$ cat src/rtl/cnn_pkg.sv
// Shared types and helpers for the CNN datapath stages.
// Packed words carry UNROLL signed lanes; lane k occupies bits [8k+7:8k].
package cnn_pkg;

  localparam int UNROLL     = 4;
  localparam int DATA_WIDTH = 8;
  localparam int MAX_DIM    = 256;
  localparam int DIM_W      = 8;
  localparam int WORD_W     = UNROLL * DATA_WIDTH;
  localparam int LB_DEPTH   = MAX_DIM / 2;
  localparam int LB_AW      = $clog2(LB_DEPTH);

  typedef logic signed [DATA_WIDTH-1:0] lane_t;
  typedef logic [WORD_W-1:0]            word_t;

  // Lane-wise signed maximum of two packed words.
  function automatic word_t lane_max(input word_t a, input word_t b);
    word_t r;
    lane_t la;
    lane_t lb;
    r = '0;
    for (int k = 0; k < UNROLL; k++) begin
      la = lane_t'(a[k*DATA_WIDTH +: DATA_WIDTH]);
      lb = lane_t'(b[k*DATA_WIDTH +: DATA_WIDTH]);
      r[k*DATA_WIDTH +: DATA_WIDTH] = (la > lb) ? la : lb;
    end
    return r;
  endfunction

  // Lane-wise clamp of negative values to zero.
  function automatic word_t lane_relu(input word_t a);
    word_t r;
    lane_t la;
    r = '0;
    for (int k = 0; k < UNROLL; k++) begin
      la = lane_t'(a[k*DATA_WIDTH +: DATA_WIDTH]);
      r[k*DATA_WIDTH +: DATA_WIDTH] = la[DATA_WIDTH-1] ? '0 : la;
    end
    return r;
  endfunction

endpackage

$ cat src/rtl/pool_line_buffer.sv
// Line buffer holding one row of horizontally pooled words.
// Registered write, combinational read; contents are never cleared because
// every entry is rewritten on an even row before an odd row reads it.
module pool_line_buffer #(
  parameter int DEPTH = 128,
  parameter int WIDTH = 32,
  parameter int AW    = $clog2(DEPTH)
) (
  input  logic             clock,
  input  logic             wr_en,
  input  logic [AW-1:0]    wr_addr,
  input  logic [WIDTH-1:0] wr_data,
  input  logic [AW-1:0]    rd_addr,
  output logic [WIDTH-1:0] rd_data
);

  logic [WIDTH-1:0] mem [DEPTH];

  // Store the horizontal max of an even row at its pooled column.
  always_ff @(posedge clock) begin
    if (wr_en) begin
      mem[wr_addr] <= wr_data;
    end
  end

  assign rd_data = mem[rd_addr];

endmodule

$ cat src/rtl/maxpool_relu_stage.sv
// 2x2 stride-2 signed max-pool over the packed raster stream of the conv layer.
// Optional feature macro: RELU_STAGE_EN -- when defined every lane is clamped
// to max(x,0) on input, before pooling.
module maxpool_relu_stage
  import cnn_pkg::*;
(
  input  logic                         clock,
  input  logic                         reset,
  input  logic [DIM_W-1:0]             dim,
  input  logic [UNROLL*DATA_WIDTH-1:0] in_data,
  input  logic                         in_valid,
  output logic [UNROLL*DATA_WIDTH-1:0] out_data,
  output logic                         out_valid,
  output logic                         frame_done
);

  logic [DIM_W-1:0] col;
  logic [DIM_W-1:0] row;
  logic [DIM_W-1:0] dim_q;
  logic [DIM_W-1:0] cur_dim;
  logic [DIM_W-1:0] last_idx;
  logic             frame_start;
  logic             last_col;
  logic             last_row;
  logic             lb_wr_en;
  logic             emit;
  logic [LB_AW-1:0] lb_addr;
  word_t            px;
  word_t            hreg;
  word_t            hmax;
  word_t            vmax;
  word_t            lb_rd;

`ifdef RELU_STAGE_EN
  assign px = lane_relu(in_data);
`else
  assign px = in_data;
`endif

  // On the first word of a frame the live dim input decides wrapping, since
  // dim_q only captures it at that same edge; dim 0 behaves as dim 1.
  assign frame_start = (col == '0) && (row == '0);
  assign cur_dim     = frame_start ? dim : dim_q;
  assign last_idx    = (cur_dim == '0) ? '0 : cur_dim - DIM_W'(1);
  assign last_col    = (col == last_idx);
  assign last_row    = (row == last_idx);

  assign hmax     = lane_max(hreg, px);
  assign vmax     = lane_max(lb_rd, hmax);
  assign lb_addr  = col[DIM_W-1:1];
  assign lb_wr_en = in_valid && col[0] && !row[0];
  assign emit     = in_valid && col[0] && row[0];

  pool_line_buffer #(
    .DEPTH (LB_DEPTH),
    .WIDTH (WORD_W),
    .AW    (LB_AW)
  ) u_line_buffer (
    .clock   (clock),
    .wr_en   (lb_wr_en),
    .wr_addr (lb_addr),
    .wr_data (hmax),
    .rd_addr (lb_addr),
    .rd_data (lb_rd)
  );

  // Raster position counters, frame-size latch and end-of-frame pulse.
  always_ff @(posedge clock or negedge reset) begin
    if (!reset) begin
      col        <= '0;
      row        <= '0;
      dim_q      <= '0;
      frame_done <= 1'b0;
    end else begin
      frame_done <= 1'b0;
      if (in_valid) begin
        if (frame_start) begin
          dim_q <= dim;
        end
        if (last_col) begin
          col <= '0;
          if (last_row) begin
            row        <= '0;
            frame_done <= 1'b1;
          end else begin
            row <= row + DIM_W'(1);
          end
        end else begin
          col <= col + DIM_W'(1);
        end
      end
    end
  end

  // Hold the left pixel of each horizontal pair until its partner arrives.
  always_ff @(posedge clock or negedge reset) begin
    if (!reset) begin
      hreg <= '0;
    end else if (in_valid && !col[0]) begin
      hreg <= px;
    end
  end

  // Emit the pooled word one clock after the bottom-right pixel of a window.
  always_ff @(posedge clock or negedge reset) begin
    if (!reset) begin
      out_data  <= '0;
      out_valid <= 1'b0;
    end else begin
      out_valid <= emit;
      if (emit) begin
        out_data <= vmax;
      end
    end
  end

endmodule

$ cat config.mk
export PLATFORM = sky130hd
export DESIGN_NAME = maxpool_relu_stage
export DESIGN_NICKNAME = d
export VERILOG_FILES = /design/src/rtl/cnn_pkg.sv /design/src/rtl/pool_line_buffer.sv /design/src/rtl/maxpool_relu_stage.sv
export SDC_FILE = /design/constraint.sdc
export NUM_CORES = 2
export LEC_CHECK = 0
export ABC_AREA = 1
export CORE_MARGIN = 2
export CORE_UTILIZATION = 48
export CTS_CLUSTER_SIZE = 20
export DETAILED_ROUTE_END_ITERATION = 12
export PLACE_DENSITY = 0.69
export SYNTH_ARGS = -nofsm -noshare
export SYNTH_HDL_FRONTEND = slang
export SYNTH_SLANG_ARGS = --single-unit
$ cat constraint.sdc
create_clock -name clock -period 21.5 [get_ports clock]
set_input_delay 4.3 -clock clock [delete_from_list [all_inputs] [get_ports clock]]
set_output_delay 4.3 -clock clock [all_outputs]
set_load 0.05 [all_outputs]
; After elaboration in Yosys (flattened, before gate mapping)
; Memories as Yosys holds them, arrays and structs flattened.
; Cells that the tools add are included.
[op_classes]
n_addsub = 3
n_mul = 0
n_div = 0
n_lt_le_gt_ge = 8
n_eq_ne = 2
shift = 0
muxes = 17
bitwise = 0
n_reduce_logical = 11
[ops]
columns = cell, n
row1 = 2-to-1 mux 8 bit, 12
row2 = greater-than comparator 8 bit, 8
row3 = zero test 8 bit, 3
row4 = adder 8 x 1 -> 8 bit (second input constant), 2
row5 = == test 8 bit, 2
row6 = subtractor 8 x 1 -> 8 bit (second input constant), 1
row7 = logical AND 1 bit, 5
row8 = 2-to-1 mux 1 bit, 5
row9 = zero test 1 bit, 2
row10 = AND reduction 2 bit, 1
[totals]
reg_bits = 90
latch_bits = 0
mem_bits_rw = 4096
mem_bits_ro = 0
input_bits = 43
out_inout_bits = 34
word_cells = 49
memories = 1
[mem_list]
columns = name, words, word_bits, read_ports, rd_clocked_by_memory_dff, wr, line_no
row1 = u_line_buffer.mem, 128, 32, 1, 0, 1, pool_line_buffer.sv:17  ; logic [WIDTH-1:0] mem [DEPTH];

; Longest topological paths before layout
[depth]
word_depth = 9
ltp_mapped = 28
ltp_nobuf = 26

; Cells and area by module
; From an unflattened synthesis, not the netlist that was laid out.
[hier_totals]
hier_cells = 14265
area_unflattened_um2 = 170691.2
[by_module_without_submodules]
columns = module, n_inst, cells_per_inst, area_each_um2, seq_area_each_um2
row1 = pool_line_buffer, 1, 13357, 163993.5, 122998.0
row2 = maxpool_relu_stage, 1, 908, 6697.7, 2252.2

; Worst setup path after synthesis
; No wires, ideal clock.
[synth_timing]
path_kind = input to register
from = input port in_data[3]
to = register out_data[0]
setup_time_ps = 118
arrival_time_ps = 12365
t_required_ps = 21382
slack_ps = 9017
stages = 22
n_path_buf = 1
cell_sequence = inv_1 > ha_1 > nand2_1 > o21a_1 > o221ai_1 > nand2_1 > o21ai_0 > nand2_1 > clkbuf_1 > o21ai_0 > ha_1 > nor2_1 > nor2_1 > o21a_1 > o221ai_1 > nand2_1 > a21o_1 > clkinv_1 > o21ai_0 > inv_1 > nand2_1 > nand2_1
[synth_between]
elab_chain_len = 4
[synth_lines]
columns = item, line_no
row1 = from (decl), maxpool_relu_stage.sv:10  ; input logic [UNROLL*DATA_WIDTH-1:0] in_data,
row2 = greater-than comparator 8 bit (*), cnn_pkg.sv:25  ; r[k*DATA_WIDTH +: DATA_WIDTH] = (la > lb) ? la : lb;
row3 = 2-to-1 mux 8 bit (*), cnn_pkg.sv:25
row4 = via hmax[0], maxpool_relu_stage.sv:30  ; word_t hmax;
row5 = greater-than comparator 8 bit, cnn_pkg.sv:25
row6 = 2-to-1 mux 8 bit (*), cnn_pkg.sv:25
row7 = to (signal assigned), maxpool_relu_stage.sv:112  ; out_data <= vmax;
row8 = to (decl), maxpool_relu_stage.sv:12  ; output logic [UNROLL*DATA_WIDTH-1:0] out_data,
; Mark *: on every way through the listed nets, which the timed path passes. The rest lies on a longest branch.
; A chain may end at the register's enable or synchronous reset.

; Worst setup path in the final report
[layout_timing]
from = input port in_data[23]
to = register out_data[18]
[layout_between]
elab_chain_len = 4
[layout_lines]
columns = item, line_no
row1 = greater-than comparator 8 bit, cnn_pkg.sv:25
row2 = 2-to-1 mux 8 bit (*), cnn_pkg.sv:25
row3 = greater-than comparator 8 bit, cnn_pkg.sv:25
row4 = 2-to-1 mux 8 bit (*), cnn_pkg.sv:25
; Mark *: on every way between the ends. The rest lies on a longest branch, timed or not.

==> flow_metrics.tcl <==
set metrics [dict create \
    cts_resized 0 \
    p_per_area_nw_per_um2 146.0 \
    yosys_most_used_dff "edfxtp_1" \
    async_flop_share 0.02150 \
    wirelength_mm 511.5 \
    cts_made_buffers 405 \
    fmax_mhz 122.7 \
    grt_first_pass_wirelength_mm 707.5 \
    design.core.area_um2 326600 \
    grt_max_degree 102 \
    cts_hold_buf 0 \
    drc 0 \
    timing.rr.end "out_data[31]" \
    dp.final_hpwl_mm 286.7 \
    p_leak_nw 58.17 \
    ys_types 54 \
    grt_pass1_vias 93328 \
    syn_inst 10357 \
    globalplace.congestion 0.9484 \
    final_net_count 10657 \
    rsz0062_at_grt "false" \
    crit_arrival_ps 9080 \
    nFillCells 25095 \
    syn_area_per_cell_um2 15.17 \
    r2r_cells 24 \
    port_buffers 76 \
    path_max_fanout 16 \
    num_vias 98884 \
    tightest_slew_ps 1593 \
    cts.sinks 4186 \
    r2r_start "col[1]" \
    synth-edff-count 4096 \
    maxCapViolCount 3 \
    cts_setup_buffers 0 \
    setup_viol 0 \
    hold_viol_final 0 \
    cp.required_ps 22430 \
    slew_headroom -0.07311 \
    start_kind "primary input" \
    cts_tree "built" \
    fin_tns_setup_ps 0 \
    path_clk_slew_ps 60 \
    drive_gt1_frac 0.1089 \
    critPathCaptureType "flop" \
    synth_warnings 0 \
    routed_via_density 6.485 \
    netlist_area_um2 157100 \
    fin_crit_ps 8149 \
    chipHeight_um 576.1 \
    first_pass_iters 8 \
    synth_area_leader_cell "edfxtp_1" \
    rows 210 \
    htree_levels 5 \
    antenna_left 0 \
    report.final.slew_viol_count 4 \
    clk_path_buf_depth 4 \
    synth_seq_cells 4186 \
    critical_path_class "in2reg" \
    synthTopCellsByArea "edfxtp_1 78%, nand2_1 4.0%, o22ai_1 3.1%" \
    syn_nets 10470 \
    chipWidth_um 576.1 \
    ios 77 \
    drt_iter0_drc 16141 \
    finalCritPeriodShare 0.3790 \
    start_util 0.4811 \
    syn_to_final_growth_pct 13.19 \
    cts_root_buffer "clkbuf_16" \
    vdd_drop_max_mv 0.1659 \
    clkLatencyLatePin_ps 1010 \
    fin_worst_skew_ps 86.07 \
    grt_antenna_before_repair 33 \
    worstHoldPathCells 2 \
    wl_per_cell_um 33.54 \
    violations "capacitance limit, slew limit" \
    track_usage 0.3011 \
    status "finished, violations left" \
    dieArea_um2 331900 \
    multi_input_area_um2 29750 \
    synth_top_area_share 0.7828 \
    r2r_slack_ps 13360 \
    hold_class "reg2reg" \
    seq_area_frac_synth 0.7972 \
    grt.overflow.total 0 \
    total_power_w 0.02597 \
    whs_endpoint "dim_q[0]" \
    worstHoldStart "dim_q[0]" \
    regArea_um2 125300 \
]
==> cell usage in the layout, fill, tap and decap left out, drive strengths merged, types with 57 or more instances in the layout <==
master	count
a21oi	110
a221oi	149
a22oi	164
buf	241
clkbuf	485
clkdlybuf4s50	75
clkinv	188
dfrtp	90
edfxtp	4096
ha	70
inv	295
nand2	1701
nand3	164
nand4	165
nor2	838
nor3	57
o211ai	145
o21ai	399
o22a	176
o22ai	771
o31ai	67
or2	135
==> sequential cells by signal, summed over array words and instances (netlist names) <==
| register | count |
|---|---|
| col | 8 |
| dim_q | 8 |
| frame_done | 1 |
| hreg | 32 |
| out_data | 32 |
| out_valid | 1 |
| row | 8 |
| u_line_buffer.mem | 4096 |
==> stage by stage <==
step	std cells	util	worst slack (ps)	cell area (µm²)	hold WS, ps
after CTS	15224	0.5443	13420	177800	497.8
after floorplan	10357	-	9017	157100	453.0
after global routing	15233	0.5444	12940	177800	526.4
final	15249	0.5446	13350	177900	495.4
after global placement	14479	0.5031	12180	164300	471.9
after detailed placement	14479	0.5031	12400	164300	484.0
==> worst max-delay path, cell delays in order <==
cell and delay [ps]:
clkdlybuf4s50_1 500, inv_1 90, ha_1 350, a21oi_1 150, o21ai_0 90, o21ai_0 150
o21ai_0 100, o21ai_1 550, o21ai_0 500, ha_1 440, inv_1 50, nor2_1 80
nor2_1 50, o21a_1 160, o221ai_1 140, nand2_1 80, a21oi_1 660, inv_1 320
nand2_1 160, nand3_1 90, nand2_1 90
==> logic make-up (layout without fill, tap and decap cells) <==
logic type	count (synthesis)	count (layout)	share of synthesized area
other	0	21	0
AOI/OAI and AO/OA	2163	2163	0.09276
xor gates and xnor gates	8	8	0.0004460
buffers and inverters	824	1349	0.02104
DFF	4186	4186	0.7972
and+or+nand+nor	3106	3106	0.08303
adders and majority gates	70	70	0.005574
==> power by group <==
| group | leakage, nW | total (W) | switching, W | internal, W |
|---|---|---|---|---|
| clock network | 6.52 | 0.00723 | 0.00313 | 0.00410 |
| registers | 37.9 | 0.0108 | 0.0000927 | 0.0107 |
| logic | 13.7 | 0.00793 | 0.00630 | 0.00163 |
| total | 58.2 | 0.0260 | 0.00953 | 0.0164 |
==> cell usage after synthesis (3+ instances only) <==
cell type  instances
edfxtp_1        4096
nand2_1         1689
nor2_1           824
o22ai_1          771
o21ai_0          389
clkbuf_1         315
inv_1            270
o22a_1           176
a22oi_1          164
nand4_1          164
nand3_1          158
a221oi_1         149
o211ai_1         145
buf_2            134
or2_2            128
a21oi_1          110
dfrtp_1           90
buf_1             82
ha_1              70
o31ai_1           67
nor3_1            57
o221ai_1          49
a22o_1            45
o2111ai_1         42
and3_1            21
o21bai_1          14
nor4_1            12
o21a_1            11
clkinv_1          10
a31oi_1            9
nand2_2            9
o21ai_1            9
nand3b_1           8
nor2_4             8
xor2_1             8
inv_2              7
or2_0              7
a21o_1             6
buf_6              6
nand3_2            4
nor2_8             4
nand2_4            3
==> worst max-delay path by stage <==
stage,endpoint,startpoint,cells after the start
CTS,out_data[21],in_data[23],21
global route,out_data[21],in_data[23],21
detailed placement,out_data[18],in_data[23],21
finish,out_data[18],in_data[23],21
floorplan,out_data[0],in_data[3],22
global placement,out_data[21],in_data[23],21
==> layer usage <==
layer / GRT usage / share of wire / vias to the layer above
met4: 0.1757 / 0.067 / 18
met1: 0.3979 / 0.35 / 49510
met2: 0.4424 / 0.44 / 7931
met5: 0 / 0.00031 / -
met3: 0.09205 / 0.15 / 1376
li1: - / - / 40049
==> area by class of cell <==
cell class                      instances  share of cell area
Antenna cell                           21           0.0002955
Clock buffer                          484             0.05912
Clock inverter                        261             0.01643
Inverter                              287            0.006704
Multi-Input combinational cell       5347              0.1673
Sequential cell                      4186              0.7042
Tap cell                             4346             0.03057
Timing Repair Buffer                  317             0.01537
Note: power is estimated with default switching activity, not from simulation.
==> patch, RTL diff (same settings) <==
Build with the macro `RELU_STAGE_EN` defined.
--- a/src/rtl/maxpool_relu_stage.sv
+++ b/src/rtl/maxpool_relu_stage.sv
@@ -1,6 +1,8 @@
 // 2x2 stride-2 signed max-pool over the packed raster stream of the conv layer.
 // Optional feature macro: RELU_STAGE_EN -- when defined every lane is clamped
 // to max(x,0) on input, before pooling.
+`define RELU_STAGE_EN
+
 module maxpool_relu_stage
   import cnn_pkg::*;
 (
Function: not settled (the Yosys comparison gave no result); the edit may change what the design does.
==> patch against the original RTL <==
The run still ends with max-capacitance violations, max-slew violations left; total power fell by 14%; wire length fell by 14%; non-clock buffer count fell by 46; area after synthesis fell by 11%; sequential cell count fell by 520; worst hold slack got worse by 0.00079 ns; cell area fell by 12%; critical path depth did not move; sequential share of layout area fell by 0.58 points; setup slack improved by 0.21 ns; critical endpoint is now out_data[5]; highest routed layer unchanged.
==> patch: results (changes against the original RTL) <==
max_stage_delay_ns: 0.72  # +0.06 ns
synth_edf_count: 3584  # -13%
synthCells: 9797  # -5.4%
whs_path_depth: 2  # unchanged
numCtsBuffers: 355  # -12%
synthTopCellsByArea: "edfxtp_1 77%, nand2_1 7.8%, a22oi_1 2.0%"
finClkSkew_ns: 0.0820  # -0.00409 ns
internal-power_uw: 14100  # -14%
nets: 10063  # -5.6%
nFillCells: 22330  # -11%
drive_gt1_share_pct: 8.99  # -1.9 points
io_buffer_count: 72  # -5.3%
slew_viol_final: 3  # -1
place_inst: 13383  # -7.6%
postSynth.asyncResetShare_pct: 2.24  # +0.087 points
yosys-top-cells-count: "3,584 x edfxtp_1, 2,900 x nand2_1, 403 x nor2_1"
dp_hpwl_microns: 248000  # -14%
maxCapViolations: 2  # -1
crit_fanout: 59  # +43
reg2regPathDepth: 22  # -8.3%
wl_per_cell_microns: 31.2  # -6.9%
post-place-ws_ns: 12.81  # +0.412 ns
fin_hold_ws_ns: 0.495  # -0.000795 ns
cpMaxStageDelayCell: "buf_4"
met1_length_microns: 157000  # -13%
power.total_uw: 22200  # -14%
crit_start: "in_data[7]"
top_regs: "u_line_buffer.mem (3584), hreg (28), out_data (28)"
grtUsageMet1_pct: 38.9  # -0.87 points
ys_seq_area_share_pct: 78.7  # -0.97 points
synth_cell_types: 52  # -3.7%
clkLatencyLatePin_ns: 0.93  # -0.08 ns
powerClk_uw: 6250  # -14%
tightest_slew_ns: 1.58  # -0.00920 ns
postLayoutCoreUtil_pct: 54.5  # about the same
wl_met2_microns: 193000  # -13%
rows: 197  # -6.2%
dr.pass1.iters: 6  # -2
dpl_cell_area_sq_um: 146000  # -11%
power.leakage_uw: 0.0533  # -8.4%
violations: "max-capacitance violations, max-slew violations"
grt_use_met2_pct: 43.4  # -0.86 points
seq_power_share_pct: 41.2  # -0.4 points
grt_pass1_wl_microns: 611000  # -14%
grt_max_degree: 96  # -5.9%
cp.arrival_ns: 8.75  # -0.33 ns
drt_iter0_drc: 15731  # -2.5%
antenna_found_initial: 28  # -15%
status: "finished with violations"
gp_congestion: 0.923  # -2.7%
post_cts_resized: 0  # unchanged
r2r_slack_ns: 13.67  # +0.31 ns
-- patch: area by class of cell --
class	count	share of cell area, %
clock inverter	207	1.39
inverter	334	0.856
tap	3781	3.01
clock buffer	425	5.91
timing repair buffer	271	1.50
antenna	18	0.0287
sequential	3666	69.8
multi-input combinational	5331	17.5
-- patch: kinds of logic after synthesis --
logic type               Yosys count  synth area share [%]
AO/OA/AOI/OAI                   1320                  6.80
adder cells (fa/ha/maj)           61                 0.548
AND/OR/NAND/NOR                 3937                  11.6
other                              1               0.00269
flip-flops                      3666                  78.7
buffers and inverters            803                  2.28
XOR/XNOR                           9                0.0566
-- patch: worst max path at each step --
stage                     depth (start not counted)            to  slack (ns)
after floorplan                                  19  out_data[24]        9.20
after global placement                           21   out_data[9]       12.75
after detailed placement                         21  out_data[22]       12.81
after CTS                                        21  out_data[22]       13.68
after global routing                             21  out_data[20]       13.25
final                                            21   out_data[5]       13.56
